==> src/rtl/iob_reg_pipe_vr.sv <==
`default_nettype none
// ============================================================================
// Module   : iob_reg_pipe_vr
// Brief    : DEPTH-stage valid/ready register pipeline with bubble collapsing,
//            clock enable, synchronous clear and an occupancy count.
// Revision : 1.0
// ============================================================================
module iob_reg_pipe_vr #(
    parameter int                 DATA_W  = 21,
    parameter int                 DEPTH   = 2,
    parameter logic [DATA_W-1:0]  RST_VAL = {DATA_W{1'b0}},
    parameter int                 LEVEL_W = $clog2(DEPTH + 1)
) (
    input  logic               clk_i,
    input  logic               arst_n_i,
    input  logic               cke_i,
    input  logic               rst_i,
    input  logic               in_valid_i,
    input  logic [DATA_W-1:0]  in_data_i,
    output logic               in_ready_o,
    output logic               out_valid_o,
    output logic [DATA_W-1:0]  out_data_o,
    input  logic               out_ready_i,
    output logic [LEVEL_W-1:0] level_o
);

    logic [DEPTH-1:0]   r_valid;
    logic [DATA_W-1:0]  r_data [DEPTH];
    logic [LEVEL_W-1:0] r_level;

    logic [DEPTH-1:0]   w_ready;
    logic [DEPTH-1:0]   w_src_valid;
    logic [DATA_W-1:0]  w_src_data [DEPTH];
    logic               w_in_xfer;
    logic               w_out_xfer;

    // A stage may load when it is empty or anything downstream can move:
    // accumulated as an OR from the output side, so bubbles collapse.
    always_comb begin
        logic v_acc;
        v_acc   = out_ready_i;
        w_ready = '0;
        for (int i = DEPTH - 1; i >= 0; i--) begin
            v_acc      = v_acc | ~r_valid[i];
            w_ready[i] = v_acc;
        end
    end

    assign in_ready_o  = w_ready[0] & cke_i & ~rst_i & arst_n_i;
    assign out_valid_o = r_valid[DEPTH-1] & cke_i;
    assign out_data_o  = r_data[DEPTH-1];
    assign level_o     = r_level;

    assign w_in_xfer  = in_valid_i & in_ready_o;
    assign w_out_xfer = out_valid_o & out_ready_i & ~rst_i;

    always_comb begin
        w_src_valid[0] = w_in_xfer;
        w_src_data[0]  = in_data_i;
        for (int i = 1; i < DEPTH; i++) begin
            w_src_valid[i] = r_valid[i-1];
            w_src_data[i]  = r_data[i-1];
        end
    end

    always_ff @(posedge clk_i or negedge arst_n_i) begin
        if (!arst_n_i) begin
            r_valid <= '0;
            r_level <= '0;
            for (int i = 0; i < DEPTH; i++) begin
                r_data[i] <= RST_VAL;
            end
        end else if (cke_i) begin
            if (rst_i) begin
                r_valid <= '0;
                r_level <= '0;
                for (int i = 0; i < DEPTH; i++) begin
                    r_data[i] <= RST_VAL;
                end
            end else begin
                for (int i = 0; i < DEPTH; i++) begin
                    if (w_ready[i]) begin
                        r_valid[i] <= w_src_valid[i];
                        // Data only moves with a valid source, so idle (possibly X) input never lands.
                        if (w_src_valid[i]) begin
                            r_data[i] <= w_src_data[i];
                        end
                    end
                end
                if (w_in_xfer && !w_out_xfer) begin
                    r_level <= r_level + LEVEL_W'(1);
                end else if (w_out_xfer && !w_in_xfer) begin
                    r_level <= r_level - LEVEL_W'(1);
                end
            end
        end
    end

endmodule
`default_nettype wire

==> config.mk <==
export PLATFORM = sky130hd
export DESIGN_NAME = iob_reg_pipe_vr
export DESIGN_NICKNAME = d
export VERILOG_FILES = /design/src/rtl/iob_reg_pipe_vr.sv
export SDC_FILE = /design/constraint.sdc
export NUM_CORES = 1
export LEC_CHECK = 0
export ABC_AREA = 1
export CORE_ASPECT_RATIO = 1.5
export CORE_UTILIZATION = 50
export DETAILED_ROUTE_END_ITERATION = 8
export PLACE_DENSITY = 0.9
export SETUP_SLACK_MARGIN = 0.15
export SYNTH_ARGS = -nofsm -noshare
export SYNTH_HDL_FRONTEND = slang
export SYNTH_SLANG_ARGS = --single-unit
==> constraint.sdc <==
create_clock -name clk_i -period 1.4 [get_ports clk_i]
set_clock_uncertainty 0.15 [all_clocks]
set_input_delay 0.28 -clock clk_i [delete_from_list [all_inputs] [get_ports clk_i]]
set_output_delay 0.28 -clock clk_i [all_outputs]
set_load 0.05 [all_outputs]
* Word level (Yosys, flattened, before mapping)
Index checks and enable logic that the tools add are counted.
** Word-level totals
- Logic and storage cells :: 44
- Output and inout port bits :: 25
- Bits in registers :: 46
** Operators by class
- Multiplexer cells :: 11
- Add/subtract/negate cells :: 2
- Reduce and logical (&&, ||, !) cells :: 14
- Bitwise operators :: 12
** Operators by type and width (count)
- $mux W21 :: 4
- $mux W42 :: 1
- $mux W2 :: 4
- $reduce_bool A2 Y1 :: 4
- $and A1 B1 Y1 :: 7
- $reduce_and A2 Y1 :: 3
- $reduce_and A3 Y1 :: 2
- $not A1 Y1 :: 3
- $reduce_bool A3 Y1 :: 1
- $add A2 B1 Y2 const B :: 1
- $logic_and A1 B1 Y1 :: 2
- $logic_not A1 Y1 :: 2
- $mux W1 :: 2
- $or A1 B1 Y1 :: 2
- $sub A2 B1 Y2 const B :: 1

* Longest topological paths before layout
Gate-level depths: netlist (run 1).
- Depth in word-level cells :: 12
- Mapped depth :: 9

* Worst setup path before layout (run 1)
No wires, ideal clock.
- Path kind :: register -> register
- Start point :: register r_level[0] (netlist: level_o[0])
- End point :: register r_level[1] (netlist: level_o[1])
- Setup time :: 0.119 ns
- Clock period less this slack :: 1.368 ns
- Path buffers :: 0
- Stages on the path, launching flop included :: 7
- Setup slack :: 0.032 ns
- Data arrival time :: 1.098 ns
- Cell sequence :: dfrtp_1 xor2_1 inv_1 nand2_1 nand2_1 nand2_1 nand2_1
** Between the ends
- Longest elaborated chain between the ends :: 4
- Elaborated cells on any way between the ends :: 5
** RTL lines
- start: declaration :: line 29 : logic [LEVEL_W-1:0] r_level;
- start signal: assignment :: line 91 : r_level <= r_level + LEVEL_W'(1);
- start signal: assignment :: line 93 : r_level <= r_level - LEVEL_W'(1);
- $sub A2 B1 Y2 :: line 93
- $mux W2 :: line 92 : end else if (w_out_xfer && !w_in_xfer) begin
- $mux W2 (*) :: line 90 : if (w_in_xfer && !w_out_xfer) begin
- $mux W2 (*) :: line 74 : if (rst_i) begin
Mark *: on every way between the ends. The rest lies on a longest branch, timed or not. The select of a mux whose other input is x is not followed.
A chain may end at the register's enable or synchronous reset.

* Worst setup path in the final report (run 1)
- Start point :: input cke_i
- End point :: output in_ready_o
** Between the ends
- Longest elaborated chain between the ends :: 3
** RTL lines
- start: declaration :: line 16 : input logic cke_i,
- $and A1 B1 Y1 (3 in series) :: line 49 : assign in_ready_o = w_ready[0] & cke_i & ~rst_i & arst_n_i;
- end: declaration :: line 20 : output logic in_ready_o,
Every way passes these cells.

==> results of run 1 <==
-- power breakdown --
group | internal (uW) | leakage (uW) | switching, uW
combinational | 309 | 0.000873 | 340
sequential | 1390 | 0.000628 | 41.2
clock | 762 | 0.0000714 | 477
-- state kept, by name (all words and copies together) (netlist names) --
| name | cells |
|---|---|
| level_o | 2 |
| r_data | 21 |
| out_data_o | 21 |
| r_valid | 2 |
-- Yosys cell counts --
master / number
buf_12: 2
o22ai_1: 21
nor2_4: 1
nand4_1: 2
o21ai_2: 20
and2_1: 1
o21ai_1: 1
buf_4: 21
inv_1: 51
xor2_1: 1
nand2_1: 19
nand2_2: 1
buf_6: 3
a21oi_2: 1
o21ai_0: 1
nand3_1: 7
inv_2: 1
nand3_2: 19
buf_2: 6
dfrtp_1: 46
nor2_2: 1
-- layout make-up --
class                           count  area (sq um)  area share
Multi-Input combinational cell     96           761       0.217
Clock buffer                        6          82.6      0.0236
Clock inverter                      2          60.1      0.0172
Inverter                           52           203      0.0579
Tap cell                           46          57.6      0.0164
Sequential cell                    46          1150       0.330
Timing Repair Buffer               92          1180       0.338
-- cells by family after synthesis --
kind of cell | after synthesis
buffers and inverters | 84
XOR/XNOR | 1
AO/OA/AOI/OAI | 44
flip-flops | 46
AND/OR/NAND/NOR | 51
-- layout by cell type, fill, tap and decap left out --
| cell type | count |
|---|---|
| a21oi_4 | 1 |
| and2_4 | 1 |
| buf_12 | 28 |
| buf_2 | 1 |
| buf_4 | 25 |
| buf_6 | 8 |
| buf_8 | 2 |
| bufinv_16 | 2 |
| clkbuf_16 | 2 |
| clkbuf_8 | 6 |
| clkdlybuf4s15_1 | 1 |
| clkdlybuf4s15_2 | 1 |
| clkdlybuf4s50_1 | 22 |
| dfrtp_1 | 44 |
| dfrtp_2 | 2 |
| dlygate4sd2_1 | 1 |
| dlygate4sd3_1 | 1 |
| inv_1 | 49 |
| inv_2 | 2 |
| inv_8 | 1 |
| nand2_1 | 15 |
| nand2_2 | 4 |
| nand2_4 | 1 |
| nand3_1 | 2 |
| nand3_2 | 22 |
| nand3_4 | 2 |
| nand4_1 | 2 |
| nor2_2 | 1 |
| nor2_4 | 1 |
| o21ai_2 | 20 |
| o21ai_4 | 2 |
| o22ai_1 | 21 |
| xor2_1 | 1 |
-- metrics by stage --
step | instance area, sq um | utilization
global route | 3500 | 0.811
detailed placement | 3010 | 0.696
CTS | 3320 | 0.768
finish | 3500 | 0.811
global placement | 3010 | 0.696
floorplan | 2300 | -
-- what timing repair did --
action,4_1_cts,5_1_grt
pin swaps,2,3
resized for setup,23,12
buffers inserted,12,10
hold buffers,1,0
cloned,0,3
endpoints found under the setup margin,71,117
hold endpoints to repair,46,0
-- critical path: cells and delay by family --
family / cells / cell delay [ns]
buf+inv: 2 / 0.44
simple gates: 3 / 0.46
-- layer usage --
metal / up-vias / routed length, microns
met5: - / 0
met4: 0 / 206
met3: 19 / 255
met2: 80 / 3420
met1: 900 / 2190
li1: 834 / -
-- worst paths after layout --
check	slack [ns]	to	cells after the start
hold / removal	0.38	r_data[39]	3
setup reg to reg	-0.17	out_data_o[20]	6
max in group asynchronous	0.38	level_o[0]	3
min in group asynchronous	0.39	out_data_o[13]	3
hold reg to reg	0.38	r_data[38]	2
setup / recovery	-0.21	in_ready_o	5
==> impl_metrics.py, run 1 <==
metrics = {
    "finish": {
        "antenna_cells_inserted": 0,
        "num-nets-final": 320,
        "fillers": 226,
        "drive_gt1_frac": 0.459,
        "fin_cells": 340,
        "syn_to_final_growth_pct": 53.5,
    },
    "floorplan": {
        "die_height_microns": 84.7,
        "die_area_sq_um": 4840,
        "row_count": 29,
        "boundaryPins": 52,
        "core-area_sq_um": 4320,
        "die_w_microns": 57.1,
        "initial_core_util": 0.528,
    },
    "clock_network": {
        "cts_buffer_depth": 2,
        "cts.clk_slew.worst_paths_ns": 0.09,
        "cts_tree": "built",
        "cts_buffers": 5,
        "root_buffer": "clkbuf_8",
        "cts.htree.levels": 2,
        "cts.sinks": 46,
        "clkLatencyLatePin_ns": 0.31,
    },
    "routing": {
        "routed_wl_microns": 6070,
        "drcViolationCount": 6,
        "ant_nets": 0,
        "drt_iter0_drc": 78,
        "num_vias": 1833,
        "post_drt_wl_per_cell_microns": 17.9,
        "drt-pass1-iter-count": 6,
        "viasPerCell": 5.39,
    },
    "grt": {
        "grtUsageMet1": 0.273,
        "grt_max_degree": 47,
        "antenna_found_initial": 0,
        "grt.overflow.total": 0,
        "gr-usage-met3": 0.0524,
        "grt_pass1_wl_microns": 8660,
        "grt_usage": 0.245,
        "grt_pass1_vias": 1786,
        "grt.busiest_layer": "met2",
        "met2_usage": 0.428,
    },
    "synthesis": {
        "synth_cells": 226,
        "yosys.area_share.simple": 0.149,
        "syn_nets": 253,
        "netlist_area_sq_um": 2280,
        "ys_warn_count": 0,
        "yosys-top-cells-area": "dfrtp_1 50%, inv_1 8.4%, nand3_2 8.3%, o21ai_2 7.7%, buf_4 6.9%",
        "synth_mux_area_frac": 0,
        "ys_types": 21,
        "synth-seq-cells": 46,
        "avgSynthCellArea_sq_um": 10.1,
        "synth_fa_ha_area_frac": 0,
        "synth_compound_gate_area_share": 0.143,
        "synth_top_cell_area_share": 0.505,
        "ys_seq_area_frac": 0.505,
        "yosysTopAreaCell": "dfrtp_1",
        "synth_top_family_by_area": "buffers and inverters",
        "synthXorXnorAreaFrac": 0.00384,
    },
    "timing": {
        "hold_viol": 0,
        "min_period_ns": 1.61,
        "tightestPinTransition_ns": 0.406,
        "final.period_utilization": 1.15,
        "tns_ns": -5.02,
        "final-setup-viol-count": 46,
        "slew_headroom": 0.730,
        "fmax_mhz": 621,
        "rsz0062_at_grt": "yes",
        "drv_slew": 0,
        "worst_slack_ns": -0.210,
        "worst_hold_slack_ns": 0.377,
    },
    "placement": {
        "dp_cells": 306,
        "portBuffers": 51,
        "dp_slack_ns": -0.514,
        "finalWeightedCongestion": 0.839,
        "dp_hpwl_microns": 3340,
    },
    "critical_path": {
        "cpPeakStageDelay_ns": 0.31,
        "crit_arrival_ns": 1.18,
        "r2r-start": "r_valid[1]",
        "critPathLaunchType": "input pin",
        "cp_slowest_cell": "clkdlybuf4s15_1",
        "endpoint_kind": "output pin",
        "cp.required_ns": 0.97,
        "critical_path_class": "input pin to output pin",
        "path_max_fanout": 4,
        "crit_chain": "clkdlybuf4s15_1, nand2_4, nor2_4, and2_4, buf_12",
        "startpoint": "cke_i",
    },
    "hold_path": {
        "hp-start": "in_data_i[18]",
        "hold_class": "input pin to flop",
    },
    "run_status": {
        "failed_checks": "DRC, setup timing",
        "status": "finished, violations left",
    },
    "power": {
        "power_uw": 3320,
        "vdd_ir_drop_max_mv": 1.00,
        "leakage_uw": 0.00157,
        "powerDensity_nw_per_um2": 948,
    },
    "job": {
        "maxCapViolations": 0,
    },
}
No activity file was read; power rests on OpenSTA's default activity.
==> run 2, diff against run 1 <==
--- a/config.mk
+++ b/config.mk
@@ -9,7 +9,8 @@
 export CORE_ASPECT_RATIO = 1.5
 export CORE_UTILIZATION = 50
 export DETAILED_ROUTE_END_ITERATION = 8
-export PLACE_DENSITY = 0.9
+export GPL_TIMING_DRIVEN = 0
+export PLACE_DENSITY = 0.91
 export SETUP_SLACK_MARGIN = 0.15
 export SYNTH_ARGS = -nofsm -noshare
 export SYNTH_HDL_FRONTEND = slang
==> run 2 against run 1 <==
Effect of this change: largest cell class unchanged; wire length up 34%; via count up 13%; global-route usage up 5.4 points; sequential power about the same; register-to-register slack worse by 0.22 ns; worst hold slack worse by 0.25 ns; the run still ends with DRC, setup timing left; critical path depth unchanged; core utilization up 9.7 points.
==> impl_metrics.py, run 2 (synthesis results as in run 1) <==
metrics = {
    "run_status": {
        "status": "finished, violations left",
        "failed_checks": "DRC, setup timing",
    },
    "floorplan": {
        "row_count": 29,
        "die_area_sq_um": 4840,
        "core-area_sq_um": 4320,
        "initial_core_util": 0.528,
        "die_w_microns": 57.1,
        "boundaryPins": 52,
        "die_height_microns": 84.7,
    },
    "routing": {
        "routed_wl_microns": 8140,
        "drt-pass1-iter-count": 6,
        "met1_length_microns": 2950,
        "num_vias": 2069,
        "top_layer": "met4",
        "wl_met3_microns": 297,
        "post_drt_wl_per_cell_microns": 21.8,
        "drt_iter0_drc": 113,
        "drcViolationCount": 6,
        "viasPerCell": 5.53,
        "met2_length_microns": 4560,
        "ant_nets": 0,
    },
    "critical_path": {
        "critical_path_class": "flop to output pin",
        "crit_arrival_ns": 1.36,
        "startpoint": "r_valid[1]",
        "cp.required_ns": 0.97,
        "critPathLaunchType": "flop",
        "path_max_fanout": 2,
        "rrSetupSlack_ns": -0.39,
        "r2r-start": "r_valid[1]",
        "endpoint_kind": "output pin",
    },
    "finish": {
        "stdcell_area_sq_um": 3920,
        "drive_gt1_frac": 0.549,
        "fin_cells": 374,
        "fin_util": 0.908,
        "final_cell_mix": "50 x inv_1, 44 x dfrtp_1, 38 x buf_6, 27 x buf_4, 24 x buf_8",
        "syn_to_final_growth_pct": 71.8,
        "final_common_cell": "inv_1",
        "antenna_cells_inserted": 0,
        "num-nets-final": 354,
        "fillers": 150,
    },
    "timing": {
        "tightestPinTransition_ns": 0.972,
        "final.period_utilization": 1.28,
        "rsz0062_at_grt": "yes",
        "final-setup-viol-count": 64,
        "tns_ns": -11.96,
        "drv_slew": 0,
        "min_period_ns": 1.79,
        "worst_slack_ns": -0.389,
        "fmax_mhz": 559,
        "worst_hold_slack_ns": 0.129,
        "hold_viol": 0,
        "slew_headroom": 0.352,
    },
    "grt": {
        "grt_pass1_wl_microns": 10500,
        "grt_usage": 0.299,
        "antenna_found_initial": 0,
        "grt.overflow.total": 0,
        "grt_max_degree": 29,
        "grt_pass1_vias": 2108,
    },
    "placement": {
        "placed_cell_area_sq_um": 2890,
        "portBuffers": 51,
        "dp_cells": 324,
        "dp_hpwl_microns": 3360,
        "finalWeightedCongestion": 0.780,
    },
    "power": {
        "powerDensity_nw_per_um2": 778,
        "vdd_ir_drop_max_mv": 0.958,
        "leakage_uw": 0.00176,
    },
    "clock_network": {
        "cts_tree": "built",
        "cts.sinks": 46,
        "cts_buffers": 5,
        "cts.clk_slew.worst_paths_ns": 0.09,
        "root_buffer": "clkbuf_8",
        "clkLatencyLatePin_ns": 0.31,
        "cts.htree.levels": 2,
        "cts_buffer_depth": 2,
    },
    "hold_path": {
        "hold_class": "input pin to async pin",
    },
    "job": {
        "maxCapViolations": 0,
    },
}
run 2: cell count changes in the layout (fill, tap and decap cells not counted), sizes merged:
cell	delta
clkdlybuf4s50	-1
buf	+35
clkbuf	-1
dlygate4sd3	-1
dlymetal6s4s	+1
dlygate4sd2	+1
clkinvlp	+1
bufinv	-2
clkinv	+1
run 2: worst paths after layout:
check | end | cells past startpoint
max | in_ready_o | 5
min | r_data[27] | 2
max reg2reg | out_data_o[12] | 8
min reg2reg | r_data[23] | 2
max in group asynchronous | r_data[21] | 3
min in group clk_i | r_valid[0] | 5
run 2: final cells by class:
cell class	instances	area [sq um]	area share
sequential	46	1150	0.294
clock inverter	2	12.5	0.00319
buffer	32	363	0.0926
multi-input combinational	96	961	0.245
timing repair buffer	94	1090	0.277
inverter	52	203	0.0517
tap	46	57.6	0.0147
clock buffer	6	82.6	0.0211
run 2: critical path: stages (launching register included):
cell,delay (ns)
dfrtp_1,0.39
nand3_2,0.12
and2_4,0.16
buf_6,0.11
buf_12,0.12
buf_12,0.14
run 2: layer usage:
layer / track usage / vias to the layer above
met1: 0.328 / 1036
met2: 0.536 / 105
li1: - / 900
met3: 0.0508 / 28
met5: 0 / -
met4: 0.164 / 0
run 2: report_power, final:
part / internal [uW] / leakage (uW) / total, uW / switching (uW)
registers: 1390 / 0.000628 / 1430 / 36.8
clock network: 397 / 0.0000472 / 874 / 476
logic: 339 / 0.00108 / 749 / 409
run 2: through the flow:
step           setup slack (ns)  power, uW
2_1_floorplan            0.0866       1730
3_3_place_gp              -2.88       1920
3_5_place_dp              -1.34       1940
4_1_cts                  -0.304       2890
5_1_grt                  -0.440       3140
6_report                 -0.389       3050
run 2: timing repair:
action	4_1_cts	5_1_grt
setup endpoints to repair	71	117
setup buffers	22	14
gates cloned	4	2
gates resized for setup	257	45
endpoints found under the hold margin	46	0
pin swaps	3	3
hold buffers	1	0
==> run 3, diff against run 2 <==
--- a/config.mk
+++ b/config.mk
@@ -9,7 +9,6 @@
 export CORE_ASPECT_RATIO = 1.5
 export CORE_UTILIZATION = 50
 export DETAILED_ROUTE_END_ITERATION = 8
-export GPL_TIMING_DRIVEN = 0
 export PLACE_DENSITY = 0.91
 export SETUP_SLACK_MARGIN = 0.15
 export SYNTH_ARGS = -nofsm -noshare
==> run 3 against run 2 <==
Effect of this change: the flow still finishes with violations (DRC, setup timing); cell area down 13%; sequential cell count stayed put; clock power decreased by 4.1%; via count decreased by 14%; combinational power decreased by 14%; maximum frequency rose by 11%; largest cell class is now registers.
==> impl_metrics.py, run 3 (synthesis results as in run 1) <==
metrics = {
    "run_status": {
        "status": "finished, violations left",
        "failed_checks": "DRC, setup timing",
    },
    "floorplan": {
        "row_count": 29,
        "core-area_sq_um": 4320,
        "die_w_microns": 57.1,
        "boundaryPins": 52,
        "initial_core_util": 0.528,
        "die_area_sq_um": 4840,
        "die_height_microns": 84.7,
    },
    "routing": {
        "drcViolationCount": 6,
        "viasPerCell": 5.31,
        "num_vias": 1779,
        "drt-pass1-iter-count": 6,
        "drt_iter0_drc": 85,
        "routed_wl_microns": 5860,
        "ant_nets": 0,
        "post_drt_wl_per_cell_microns": 17.5,
    },
    "timing": {
        "tns_ns": -4.92,
        "final.period_utilization": 1.15,
        "rsz0062_at_grt": "yes",
        "fmax_mhz": 619,
        "final-setup-viol-count": 46,
        "hold_viol": 0,
        "worst_hold_slack_ns": 0.318,
        "worst_slack_ns": -0.215,
        "tightestPinTransition_ns": 0.406,
        "slew_headroom": 0.729,
        "drv_slew": 0,
        "min_period_ns": 1.62,
    },
    "critical_path": {
        "cp.required_ns": 0.97,
        "crit_chain": "nand3_2, and2_4, buf_12",
        "critPathLaunchType": "flop",
        "endpoint_kind": "output pin",
        "critical_path_class": "flop to output pin",
        "crit_family": "flip-flops",
        "crit_arrival_ns": 1.19,
        "cpPeakStageDelay_ns": 0.46,
        "cp_slowest_cell": "dfrtp_2",
        "path_buf_inv": 1,
        "path_max_fanout": 4,
    },
    "clock_network": {
        "cts_buffer_depth": 2,
        "clkLatencyLatePin_ns": 0.31,
        "cts.clk_slew.worst_paths_ns": 0.10,
        "root_buffer": "clkbuf_8",
        "cts.htree.levels": 2,
        "cts_tree": "built",
        "cts.sinks": 46,
        "cts_buffers": 5,
    },
    "grt": {
        "grt_max_degree": 47,
        "grt.busiest_layer": "met2",
        "grtUsageMet1": 0.259,
        "gr-usage-met3": 0.0339,
        "met2_usage": 0.434,
        "grt.overflow.total": 0,
        "grt_pass1_wl_microns": 8500,
        "grt_pass1_vias": 1801,
        "antenna_found_initial": 0,
        "grt_usage": 0.236,
    },
    "finish": {
        "final_common_cell": "inv_1",
        "num-nets-final": 315,
        "final_cell_mix": "48 x inv_1, 43 x dfrtp_1, 27 x buf_12, 22 x nand3_2, 22 x clkdlybuf4s50_1",
        "fin_cells": 335,
        "fin_util": 0.790,
        "drive_gt1_frac": 0.471,
        "syn_to_final_growth_pct": 49.6,
        "antenna_cells_inserted": 0,
    },
    "placement": {
        "dp_cells": 305,
        "finalWeightedCongestion": 0.819,
        "portBuffers": 51,
        "dp_hpwl_microns": 3300,
    },
    "power": {
        "vdd_ir_drop_max_mv": 0.653,
        "powerDensity_nw_per_um2": 853,
        "power_uw": 2910,
        "leakage_uw": 0.00151,
    },
    "hold_path": {
        "hold_class": "input pin to flop",
    },
    "job": {
        "maxCapViolations": 0,
    },
}
run 3: cell types whose count changed in the layout (fill, tap and decap cells not counted), moves of 3 or more:
| cell | before | now |
|---|---|---|
| buf_12 | 5 | 27 |
| buf_4 | 27 | 21 |
| buf_6 | 38 | 8 |
| buf_8 | 24 | 2 |
| nand3_1 | 1 | 4 |
| nand3_2 | 8 | 22 |
| nand3_4 | 17 | 0 |
| o22ai_1 | 9 | 12 |
run 3: routing by layer:
metal	part of all wire	wire length [microns]
met1	0.37	2190
met2	0.57	3340
met3	0.039	227
met4	0.016	95
met5	0	0
run 3: final timing paths:
path                            start             end  slack [ns]  cells past startpoint
max                        r_valid[1]      in_ready_o       -0.22                      3
min                             rst_i      level_o[0]        0.32                      6
max reg2reg                r_valid[1]  out_data_o[13]       -0.18                      7
min reg2reg                r_data[29]      r_data[29]        0.38                      2
max in group asynchronous    arst_n_i      level_o[1]        0.37                      3
min in group asynchronous    arst_n_i  out_data_o[19]        0.40                      3
run 3: area by class of cell:
| class | count | area, sq um |
|---|---|---|
| flip-flops and latches | 46 | 1150 |
| repair buffers | 87 | 1130 |
| fillers | 248 | 905 |
| multi-input cells | 96 | 776 |
| inverters | 52 | 203 |
| clock buffers | 5 | 68.8 |
| well taps | 46 | 57.6 |
| clock inverters | 3 | 25.0 |
run 3: stage by stage:
| stage | setup slack, ns | cell area [sq um] |
|---|---|---|
| 2_1_floorplan | 0.0866 | 2300 |
| 3_3_place_gp | -0.453 | 2990 |
| 3_5_place_dp | -0.516 | 2990 |
| 4_1_cts | -0.188 | 3260 |
| 5_1_grt | -0.235 | 3410 |
| 6_report | -0.215 | 3410 |
run 3: worst reg2reg max path: stages (launching register included):
cell	delay, ns
dfrtp_2	0.46
buf_6	0.13
nand3_2	0.08
nand2_2	0.07
a21oi_4	0.23
buf_6	0.16
buf_16	0.12
o22ai_1	0.06
run 3: where the power goes:
part | switching (uW) | total, uW | internal, uW
registers | 40.0 | 1430 | 1390
logic | 337 | 642 | 305
clock network | 478 | 838 | 360
run 3: timing repair:
| action | CTS | global route |
|---|---|---|
| endpoints found under the setup margin | 71 | 117 |
| gates cloned | 2 | 1 |
| hold buffers | 1 | 0 |
| setup buffers | 11 | 7 |
| hold endpoints to repair | 46 | 0 |
| pin swaps | 2 | 2 |
| gates resized for setup | 18 | 21 |
